===== src/rtl/gate_vec_pkg.sv =====
// Shared types and constants for the AND-OR gate vector sequencer.
// Holds the state encoding, the fixed vector order and the default expected word.
package gate_vec_pkg;

    typedef enum logic [1:0] {
        IDLE,
        DRIVE,
        SAMPLE,
        DONE
    } state_t;

    // Width of the per-vector hold counter (HOLD_CYCLES up to 15).
    localparam int HOLD_W = 4;

    // Expected truth-table word for m = x&z | y&z in the order below.
    localparam logic [7:0] EXPECTED_DEFAULT = 8'hE0;

    // {x,y,z} per step; entry [0] is step 0.
    localparam logic [7:0][2:0] VEC_ORDER = {
        3'b111,
        3'b101,
        3'b011,
        3'b110,
        3'b001,
        3'b010,
        3'b100,
        3'b000
    };

endpackage


===== src/rtl/gate_vec_rom.sv =====
// Step index to {x,y,z} lookup for the gate vector sequencer.
// Purely combinational view of the fixed vector order.
module gate_vec_rom
    import gate_vec_pkg::*;
(
    input  logic [2:0] addr,
    output logic [2:0] xyz
);

    // Table lookup of the vector for the requested step.
    always_comb begin
        xyz = VEC_ORDER[addr];
    end

endmodule


===== src/rtl/gate_vec_sequencer.sv =====
// Sweeps all eight x/y/z vectors into the AND-OR gate, captures m, checks it.
// Optional macro GATE_VEC_SEQ_STOP_ON_MISMATCH_EN ends a sweep at the first bad bit.
module gate_vec_sequencer
    import gate_vec_pkg::*;
#(
    parameter int         HOLD_CYCLES = 1,
    parameter logic [7:0] EXPECTED    = EXPECTED_DEFAULT
) (
    input  logic       clk,
    input  logic       rst,
    input  logic       start,
    input  logic       m_in,
    output logic       x_out,
    output logic       y_out,
    output logic       z_out,
    output logic       busy,
    output logic       done,
    output logic       pass,
    output logic [7:0] result,
    output logic [2:0] step
);

    localparam logic [HOLD_W-1:0] HOLD_LAST = HOLD_W'(HOLD_CYCLES - 1);

    state_t            state;
    logic [HOLD_W-1:0] hold_cnt;
    logic [2:0]        rom_addr;
    logic [2:0]        rom_xyz;
    logic [7:0]        captured;

    gate_vec_rom u_rom (
        .addr (rom_addr),
        .xyz  (rom_xyz)
    );

    // Address the vector to be loaded next: step+1 when leaving SAMPLE, else step 0.
    always_comb begin
        rom_addr = 3'd0;
        if (state == SAMPLE) begin
            rom_addr = step + 3'd1;
        end
    end

    // Result word with the bit for the current step replaced by m_in.
    always_comb begin
        captured       = result;
        captured[step] = m_in;
    end

    // Sequencer FSM with registered gate inputs and status outputs.
    always_ff @(posedge clk) begin
        if (rst) begin
            state    <= IDLE;
            hold_cnt <= '0;
            x_out    <= 1'b0;
            y_out    <= 1'b0;
            z_out    <= 1'b0;
            busy     <= 1'b0;
            done     <= 1'b0;
            pass     <= 1'b0;
            result   <= 8'h00;
            step     <= 3'd0;
        end else begin
            case (state)
                IDLE, DONE: begin
                    if (start) begin
                        state    <= DRIVE;
                        hold_cnt <= '0;
                        step     <= 3'd0;
                        result   <= 8'h00;
                        busy     <= 1'b1;
                        done     <= 1'b0;
                        pass     <= 1'b0;
                        {x_out, y_out, z_out} <= rom_xyz;
                    end
                end
                DRIVE: begin
                    if (hold_cnt == HOLD_LAST) begin
                        state    <= SAMPLE;
                        hold_cnt <= '0;
                    end else begin
                        hold_cnt <= hold_cnt + 1'b1;
                    end
                end
                SAMPLE: begin
                    result <= captured;
`ifdef GATE_VEC_SEQ_STOP_ON_MISMATCH_EN
                    if (m_in != EXPECTED[step]) begin
                        state <= DONE;
                        busy  <= 1'b0;
                        done  <= 1'b1;
                        pass  <= 1'b0;
                        {x_out, y_out, z_out} <= 3'b000;
                    end else if (step == 3'd7) begin
`else
                    if (step == 3'd7) begin
`endif
                        state <= DONE;
                        busy  <= 1'b0;
                        done  <= 1'b1;
                        pass  <= (captured == EXPECTED);
                        {x_out, y_out, z_out} <= 3'b000;
                    end else begin
                        state    <= DRIVE;
                        hold_cnt <= '0;
                        step     <= step + 3'd1;
                        {x_out, y_out, z_out} <= rom_xyz;
                    end
                end
                default: begin
                    state <= IDLE;
                end
            endcase
        end
    end

endmodule


===== config.mk =====
export PLATFORM = sky130hd
export DESIGN_NAME = gate_vec_sequencer
export DESIGN_NICKNAME = d
export VERILOG_FILES = /design/src/rtl/gate_vec_pkg.sv /design/src/rtl/gate_vec_rom.sv /design/src/rtl/gate_vec_sequencer.sv
export SDC_FILE = /design/constraint.sdc
export NUM_CORES = 1
export LEC_CHECK = 0
export BUFFER_PORTS_ARGS = -buffer_cell sky130_fd_sc_hd__buf_2
export CORE_MARGIN = 3
export CORE_UTILIZATION = 55
export DETAILED_ROUTE_END_ITERATION = 12
export PLACE_DENSITY = 0.82
export SKIP_CTS_REPAIR_TIMING = 1
export SLEW_MARGIN = 30
export SYNTH_ARGS = -nofsm -noshare
export SYNTH_HDL_FRONTEND = slang
export SYNTH_SLANG_ARGS = --single-unit

===== constraint.sdc =====
create_clock -name clk -period 4.6 [get_ports clk]
set_input_delay 0.92 -clock clk [delete_from_list [all_inputs] [get_ports clk]]
set_output_delay 0.92 -clock clk [all_outputs]
set_load 0.1 [all_outputs]

==> metrics, run 1 <==
status=finished, final reports clean; flops & latches, synth=23; Slew Viols, Final=0; routed wire length=3119 µm; first-pass GRT wire length=5195 µm; Net Sw Frac=32.29%; Total GRT Usage=20.41%; CTS tree=done; placer congestion estimate=0.8056; slowest stage cell, crit path=dfxtp_1; CTS max path bufs=2; CTS sink count=23; # Max-Cap Violations=0; Min Clock Period, post-route=2.467 ns; Main synth FF type=dfxtp_1; P_int=0.2589 mW; final worst slack=2.133 ns; Clock power frac=24.8%; layout cell share with drive strength beyond 1=18.18%; # rows=17; Comb power frac=20.9%; worst path required time=3.68 ns; Top Family by Delay on Critical Path=flip-flops; Clock transition at path regs=0.12 ns; worst rel slew slack=61.94%; Fin. Hold Viols=0; CTS Buf Count=3; Die H=55.39 µm; sequential area share after synthesis=34.33%; Clock H-tree levels=1; Reg power frac=54.4%; syn_area_per_cell=7.890 µm²; starting DRC count in detailed routing=62; async set-or-reset flop fraction in the synthesized netlist=0%; vias=1296; # setup viols final=0; library cells used by synthesis=42; I/O pin count=21; DP Worst Slack=2.497 ns; Worst-Skew Late Latency=0.31 ns; RSZ-0062 raised after global routing=false; largest net degree at the start of global routing=25; total grt overflow=0; Arr. time, crit path=1.55 ns; Worst setup SP type=flop; Leak Pwr=0.5965 nW; Max stage delay on crit path=0.70 ns; cell chain of the critical path=buf_2; Root Buffer=clkbuf_4; initial core utilization=59.49%; Layout area overhead=8.676%; Setup crit end kind=primary output; n_diodes=0; worst min path class=reg -> reg; routed len/inst=14.51 µm; port buffer count=20; initial antenna violation count=0; CP bufs+invs=1; Final Cycle Share=53.64%; vias in the first global route=1192; P_sw=0.1234 mW; critical path type=reg -> out; Horiz. Die Dim=55.39 µm; drt drc=0; synth warn=0; Layout Nets=200; Peak Freq=405.3 MHz; number of synthesized flops with an enable pin=0; Cells after Synth=170; final hold slack=0.4652 ns; routed vias/inst=6.028; die area=0.003068 mm²; Synthesized Nets=182; power after layout=0.3823 mW; Power Density=262.3 mW/mm²; Slew @ Worst Pin=0.5701 ns; Core Area=0.002255 mm²; Final Util=64.65%; maximum VDD drop=0.2326 mV; DRT antenna net count=0; Detail Placement HPWL=2277 µm; Synth Cell Area=0.001341 mm²; skew final=0.005554 ns; Worst Path Max Fanout=18; setup TNS=0 ns; DRT Pass-1 Iters=5
-- path summary, 6_finish.rpt --
| check | startpoint | end | cells past startpoint | slack, ns |
|---|---|---|---|---|
| hold reg to reg | x_out | x_out | 2 | 0.47 |
| setup reg to reg | state[0] | result[2] | 7 | 2.62 |
| setup / recovery | step[1] | step[1] | 1 | 2.13 |
| hold / removal | x_out | x_out | 2 | 0.47 |
-- cells in the final DEF, fill, tap and decap left out, types with 5 or more instances in the layout --
| cell | n |
|---|---|
| buf_2 | 20 |
| nand2_1 | 23 |
| a21oi_1 | 21 |
| ha_1 | 8 |
| a32oi_1 | 8 |
| o21ai_0 | 12 |
| inv_1 | 8 |
| nor2_1 | 18 |
| nand3_1 | 5 |
| dfxtp_1 | 23 |
-- state kept, by name, summed over array words and instances, names as in the netlist --
signal and count:
result 8, hold_cnt 4, x_out 1, step 3, done 1, y_out 1, state 2, z_out 1
pass 1, busy 1
-- cells in the mapped netlist (all sizes together) (2+ instances only) --
master,n,area [µm²]
buf,4,32.53
a21oi,21,105.1
and3,2,12.51
nand2b,2,12.51
nand4,2,12.51
dfxtp,23,460.4
and2b,3,27.53
a21o,2,16.27
nand3b,3,22.52
clkbuf,3,12.51
nor3,3,15.01
ha,8,100.1
nand2,24,92.59
o21ai,13,68.82
nor2,18,67.56
a32oi,8,70.07
inv,8,30.03
nand3,5,25.02
a211oi,2,20.02
-- routing by layer --
layer  vias up  routed length (µm)  part of all wire, %  GRT usage, %
li1        639                   -                    -             -
met1       598                1371                   44         24.29
met2        51                1505                   48         33.95
met3         8                 176                  5.6         5.841
met4         0                  66                  2.1         8.681
met5         -                   0                    0             0
-- power by group through the flow --
stage,Clock (mW),Sequential (mW),Combinational [mW]
floorplan,0,0.226,0.0493
global placement,0,0.211,0.0774
detailed placement,0,0.212,0.0794
CTS,0.0973,0.208,0.0795
global route,0.107,0.208,0.0869
finish,0.0947,0.208,0.0798
-- metrics by stage --
stage               instances  area (µm²)
detailed placement        211        1431
global placement          211        1431
finish                    215        1458
global route              215        1458
floorplan                 170        1341
CTS                       215        1458
-- cell type report --
type / instances / area (µm²)
clock buffers: 4 / 26.28
fillers: 207 / 797.0
inverters: 8 / 30.03
multi-input cells: 132 / 805.8
flip-flops and latches: 23 / 460.4
well taps: 28 / 35.03
repair buffers: 20 / 100.1
-- logic make-up after synthesis --
| kind of cell | synth area share [%] |
|---|---|
| compound gates | 27.33 |
| xor+xnor | 0.6531 |
| fa+ha+maj | 7.463 |
| buf+inv | 5.597 |
| flops | 34.33 |
| mux | 0.8395 |
| simple gates | 23.79 |
-- worst reg2reg max path: cells and delay by family (launching register included) --
kind | cells | cell delay (ns)
AO/OA/AOI/OAI | 2 | 0.50
adder cells (fa/ha/maj) | 1 | 0.42
buffers and inverters | 2 | 0.24
flip-flops | 1 | 0.36
AND/OR/NAND/NOR | 2 | 0.40
Note: power is estimated with default switching activity, not from simulation.
==> run 2: changes to the inputs <==
--- a/config.mk
+++ b/config.mk
@@ -7,9 +7,9 @@
 export LEC_CHECK = 0
 export BUFFER_PORTS_ARGS = -buffer_cell sky130_fd_sc_hd__buf_2
 export CORE_MARGIN = 3
-export CORE_UTILIZATION = 55
+export CORE_UTILIZATION = 50
 export DETAILED_ROUTE_END_ITERATION = 12
-export PLACE_DENSITY = 0.82
+export PLACE_DENSITY = 0.79
 export SKIP_CTS_REPAIR_TIMING = 1
 export SLEW_MARGIN = 30
 export SYNTH_ARGS = -nofsm -noshare
==> constraint.sdc (replaced) <==
create_clock -name clk -period 2.08 [get_ports clk]
set_input_delay 0.416 -clock clk [delete_from_list [all_inputs] [get_ports clk]]
set_output_delay 0.416 -clock clk [all_outputs]
set_load 0.1 [all_outputs]
==> run 2 against run 1 <==
  * Die area is 8.9% higher
  * Wire length up 3.1%
  * Register-to-register slack worse by 2.4 ns
  * Global-route usage up 0.58 points
  * Largest cell class unchanged
  * Clock skew is 0.0065 ns higher
  * Combinational power is 130% higher
  * Clock power is 120% higher
  * Cell count is 1.4% higher
==> metrics, run 2 (same netlist as run 1, synthesis figures left out) <==
routed len/inst=14.75 µm (was 14.51 µm); Worst Path Max Fanout=9 (was 18); final-layout fill cell count=249 (was 207); worst path required time=2.31 ns (was 3.68 ns); port buffer count=20 (unchanged); initial antenna violation count=0 (unchanged); most frequent cells in the layout=nand2_1 (23), a21oi_1 (21), dfxtp_1 (21) (was nand2_1 (23), dfxtp_1 (23), a21oi_1 (21)); routed wire length=3216 µm (was 3119 µm); n_diodes=0 (unchanged); first-pass GRT wire length=5554 µm (was 5195 µm); FF-to-FF setup slack=0.21 ns (was 2.62 ns); Regs by FF count=result (8), hold_cnt (4), step (3) (unchanged); Horiz. Die Dim=57.80 µm (was 55.39 µm); Clock transition at path regs=0.13 ns (was 0.12 ns); Top reg by flops=result (unchanged); Root Buffer=clkbuf_4 (unchanged); DRT antenna net count=0 (unchanged); Setup crit end kind=flop (was primary output); Die H=57.80 µm (was 55.39 µm); Core Area=0.002522 mm² (was 0.002255 mm²); DRT Pass-1 Iters=4 (was 5); die area=0.003340 mm² (was 0.003068 mm²); CTS Buf Count=3 (unchanged); Layout Nets=201 (was 200); Layout area overhead=9.608% (was 8.676%); CTS tree=done (unchanged); maximum VDD drop=0.4489 mV (was 0.2326 mV); Final Cycle Share=90.08%; Slew @ Worst Pin=0.5143 ns (was 0.5701 ns); placer congestion estimate=0.8904 (was 0.8056); layout cell share with drive strength beyond 1=19.68% (was 18.18%); Slew Viols, Final=0 (unchanged); drt drc=0 (unchanged); CP bufs+invs=1 (unchanged); Arr. time, crit path=2.11 ns (was 1.55 ns); vias=1311 (was 1296); critical path type=reg -> reg (was reg -> out); Max stage delay on crit path=0.41 ns (was 0.70 ns); CTS max path bufs=2 (unchanged); # setup viols final=0 (unchanged); Total GRT Usage=20.98% (was 20.41%); worst min path class=in -> reg (was reg -> reg); Leak Pwr=0.6030 nW (was 0.5965 nW); Power Density=580.9 mW/mm² (was 262.3 mW/mm²); most common cell after layout, fill and taps aside=nand2_1; final worst slack=0.2064 ns (was 2.133 ns); status=finished, final reports clean (unchanged); Top Family by Delay on Critical Path=compound AO/OA/AOI/OAI gates (was flip-flops); slowest stage cell, crit path=dfxtp_1 (unchanged); # rows=18 (was 17); CTS sink count=23 (unchanged); Worst setup SP type=flop (unchanged); max reg flops=8 (unchanged); Worst-Skew Late Latency=0.32 ns (was 0.31 ns); vias in the first global route=1242 (was 1192); Peak Freq=533.7 MHz; I/O pin count=21 (unchanged); register area=462.9 µm² (was 460.4 µm²); setup TNS=0 ns (unchanged); Min Clock Period, post-route=1.874 ns; area of the multi-input gates=805.8 µm² (unchanged); RSZ-0062 raised after global routing=false (unchanged); total grt overflow=0 (unchanged); routed vias/inst=6.014 (was 6.028); starting DRC count in detailed routing=68 (was 62); worst rel slew slack=65.51% (was 61.94%); DP Worst Slack=0.2381 ns (was 2.497 ns); Detail Placement HPWL=2302 µm (was 2277 µm); skew final=0.01201 ns (was 0.005554 ns); largest net degree at the start of global routing=25 (unchanged); # Max-Cap Violations=0 (unchanged); Fin. Hold Viols=0 (unchanged); cell chain of the critical path=inv_1 -> ha_1 -> nand2_1 -> o21a_2 -> a21oi_1 -> nor3b_1 -> a31o_1 (was buf_2); initial core utilization=53.17% (was 59.49%); Clock H-tree levels=1 (unchanged)
==> run 2: cell types whose count changed in the layout (fill, tap and decap cells not counted) <==
cell     previous run  this run
buf_4               0         1
dfxtp_1            23        21
dfxtp_2             0         2
==> run 2: per-layer routing <==
layer | up-vias | GRT usage [%] | wire (µm)
li1 | 644 | - | -
met1 | 610 | 26.21 | 1391
met2 | 50 | 34.19 | 1590
met3 | 7 | 2.450 | 176
met4 | 0 | 13.25 | 57
met5 | - | 0 | 0
==> run 2: path summary, 6_finish.rpt <==
kind,end,cells after the start,start
setup / recovery,pass,7,state[0]
hold / removal,result[0],3,m_in
setup reg to reg,pass,7,state[0]
hold reg to reg,x_out,2,x_out
==> run 2: area by class of cell <==
class / count / area share [%]
Clock buffer: 4 / 1.787
Timing Repair Buffer: 21 / 7.319
Inverter: 8 / 2.043
Sequential cell: 23 / 31.49
Multi-Input combinational cell: 132 / 54.81
Tap cell: 30 / 2.553
==> run 2: power by group <==
part	internal [mW]	switching [mW]
Sequential	0.450	0.00896
Combinational	0.0488	0.133
Clock	0.0751	0.138
==> run 2: stage by stage <==
stage               cells  power (mW)  instance area (µm²)  hold WS [ns]  util [%]
CTS                   218      0.8577                 1470        0.4107     58.28
finish                218      0.8541                 1470        0.4236     58.28
detailed placement    214      0.6480                 1444        0.4520     57.24
floorplan             170      0.6083                 1344        0.4574         -
global placement      214      0.6407                 1444        0.4422     57.24
global route          218      0.8899                 1470        0.4370     58.28
==> run 2: tightest hold or removal path, stage by stage <==
cell and delay, ns:
buf_2 0.14, nand4_1 0.09, a21oi_1 0.06
==> run 3: changes to the inputs <==
--- a/config.mk
+++ b/config.mk
@@ -9,9 +9,11 @@
 export CORE_MARGIN = 3
 export CORE_UTILIZATION = 50
 export DETAILED_ROUTE_END_ITERATION = 12
+export GPL_TIMING_DRIVEN = 0
+export HOLD_SLACK_MARGIN = 0.02
 export PLACE_DENSITY = 0.79
 export SKIP_CTS_REPAIR_TIMING = 1
-export SLEW_MARGIN = 30
+export SLEW_MARGIN = 25
 export SYNTH_ARGS = -nofsm -noshare
 export SYNTH_HDL_FRONTEND = slang
 export SYNTH_SLANG_ARGS = --single-unit
==> run 3 against run 2 <==
  * Clock-buffer cell count unchanged
  * Die area unchanged
  * Wire length up 1.6%
  * Utilization up 1.5 points
  * Clock skew down 0.0056 ns
  * Flip-flop and latch count unchanged
  * Critical path type unchanged
  * Largest cell class unchanged
==> metrics, run 3 (same netlist as run 1, synthesis figures left out) <==
CTS tree=done (unchanged); Hold Path Cell Cnt=2 (was 3); critical path type=reg -> reg (unchanged); routed vias/inst=5.946 (was 6.014); vias=1332 (was 1311); setup TNS=0 ns (unchanged); CTS sink count=23 (unchanged); initial antenna violation count=0 (unchanged); power after layout=0.8444 mW (was 0.8541 mW); DP Worst Slack=0.2581 ns (was 0.2381 ns); maximum VDD drop=0.4944 mV (was 0.4489 mV); Regs by FF count=result (8), hold_cnt (4), step (3) (unchanged); port buffer count=20 (unchanged); placer congestion estimate=0.8478 (was 0.8904); Layout Nets=207 (was 201); Top reg by flops=result (unchanged); final worst slack=0.2022 ns (was 0.2064 ns); drt drc=0 (unchanged); max reg flops=8 (unchanged); Worst Path Max Fanout=8 (was 9); most common cell after layout, fill and taps aside=nand2_1 (unchanged); worst rel slew slack=64.84% (was 65.51%); Slew @ Worst Pin=0.5274 ns (was 0.5143 ns); CTS max path bufs=2 (unchanged); Worst setup SP type=flop (unchanged); routed len/inst=14.58 µm (was 14.75 µm); Leak Pwr=0.6273 nW (was 0.6030 nW); first-pass GRT wire length=5478 µm (was 5554 µm); most frequent cells in the layout=nand2_1 (23), buf_2 (22), a21oi_1 (21), dfxtp_1 (21), nor2_1 (18) (was nand2_1 (23), a21oi_1 (21), dfxtp_1 (21)); Final Cycle Share=90.28% (was 90.08%); Clock H-tree levels=1 (unchanged); largest net degree at the start of global routing=13 (was 25); Min Clock Period, post-route=1.878 ns (was 1.874 ns); routed wire length=3267 µm (was 3216 µm); CTS Buf Count=3 (unchanged); Layout area overhead=12.41% (was 9.608%); Horiz. Die Dim=57.80 µm (unchanged); Peak Freq=532.5 MHz (was 533.7 MHz); die area=0.003340 mm² (unchanged); Final Non-Filler Cells=224 (was 218); initial core utilization=53.17% (unchanged); # setup viols final=0 (unchanged); layout cell share with drive strength beyond 1=21.13% (was 19.68%); worst min path class=in -> reg (unchanged); Worst-Skew Late Latency=0.30 ns (was 0.32 ns); RSZ-0062 raised after global routing=false (unchanged); DRT antenna net count=0 (unchanged); I/O pin count=21 (unchanged); Power Density=560.0 mW/mm² (was 580.9 mW/mm²); Fin. Hold Viols=0 (unchanged); Root Buffer=clkbuf_4 (unchanged); n_diodes=0 (unchanged); Total GRT Usage=20.66% (was 20.98%); DRT Pass-1 Iters=4 (unchanged); # rows=18 (unchanged); Clock transition at path regs=0.12 ns (was 0.13 ns); total grt overflow=0 (unchanged); skew final=0.006399 ns (was 0.01201 ns); Die H=57.80 µm (unchanged); Detail Placement HPWL=2427 µm (was 2302 µm); starting DRC count in detailed routing=87 (was 68); status=finished, final reports clean (unchanged); Setup crit end kind=flop (unchanged); # Max-Cap Violations=0 (unchanged); Core Area=0.002522 mm² (unchanged); worst path required time=2.33 ns (was 2.31 ns); vias in the first global route=1298 (was 1242); worst reg-to-reg path cell count=8 (was 7); Slew Viols, Final=0 (unchanged); Arr. time, crit path=2.13 ns (was 2.11 ns); DP Cell Count=220 (was 214)
## run 3: changes by cell type in the layout (fill, tap and decap cells not counted)
cell	before	now
buf_2	20	22
clkbuf_2	0	1
clkbuf_1	1	3
buf_4	1	0
buf_6	0	2
## run 3: final cells by class
cell class	count	area, µm²
plain buffers	7	45.04
inverters	8	30.03
well taps	30	37.54
flip-flops and latches	23	462.9
multi-input cells	132	805.8
clock buffers	4	26.28
repair buffers	20	100.1
fillers	254	1015
## run 3: worst max-delay path, stage by stage, from the launching register on
cell,delay (ns)
dfxtp_1,0.40
inv_1,0.08
ha_1,0.36
nand2b_1,0.09
clkbuf_2,0.18
nand2_1,0.17
a21oi_1,0.23
o211a_1,0.20
a31o_1,0.13
## run 3: where the power goes
| group | internal (mW) | switching (mW) |
|---|---|---|
| logic | 0.0515 | 0.132 |
| registers | 0.450 | 0.00776 |
| clock network | 0.0746 | 0.128 |
| total | 0.576 | 0.268 |
## run 3: final timing paths
kind | start | to | slack [ns]
worst max-delay path | state[0] | pass | 0.20
worst min-delay path | rst | state[0] | 0.38
worst max register to register | state[0] | pass | 0.20
worst min register to register | x_out | x_out | 0.47
## run 3: layer usage
layer	wire, µm	global-route usage [%]	part of all wire [%]
met1	1407	23.31	43
met5	0	0	0
met2	1650	38.71	51
met4	78	9.272	2.4
met3	131	2.004	4.0
## run 3: metrics by stage
| step | hold slack, ns | util (%) | area (µm²) |
|---|---|---|---|
| after global placement | 0.4511 | 58.73 | 1481 |
| after CTS | 0.3614 | 59.77 | 1508 |
| after detailed placement | 0.4555 | 58.73 | 1481 |
| after global routing | 0.3767 | 59.77 | 1508 |
| final | 0.3766 | 59.77 | 1508 |
| after floorplan | 0.4574 | - | 1344 |
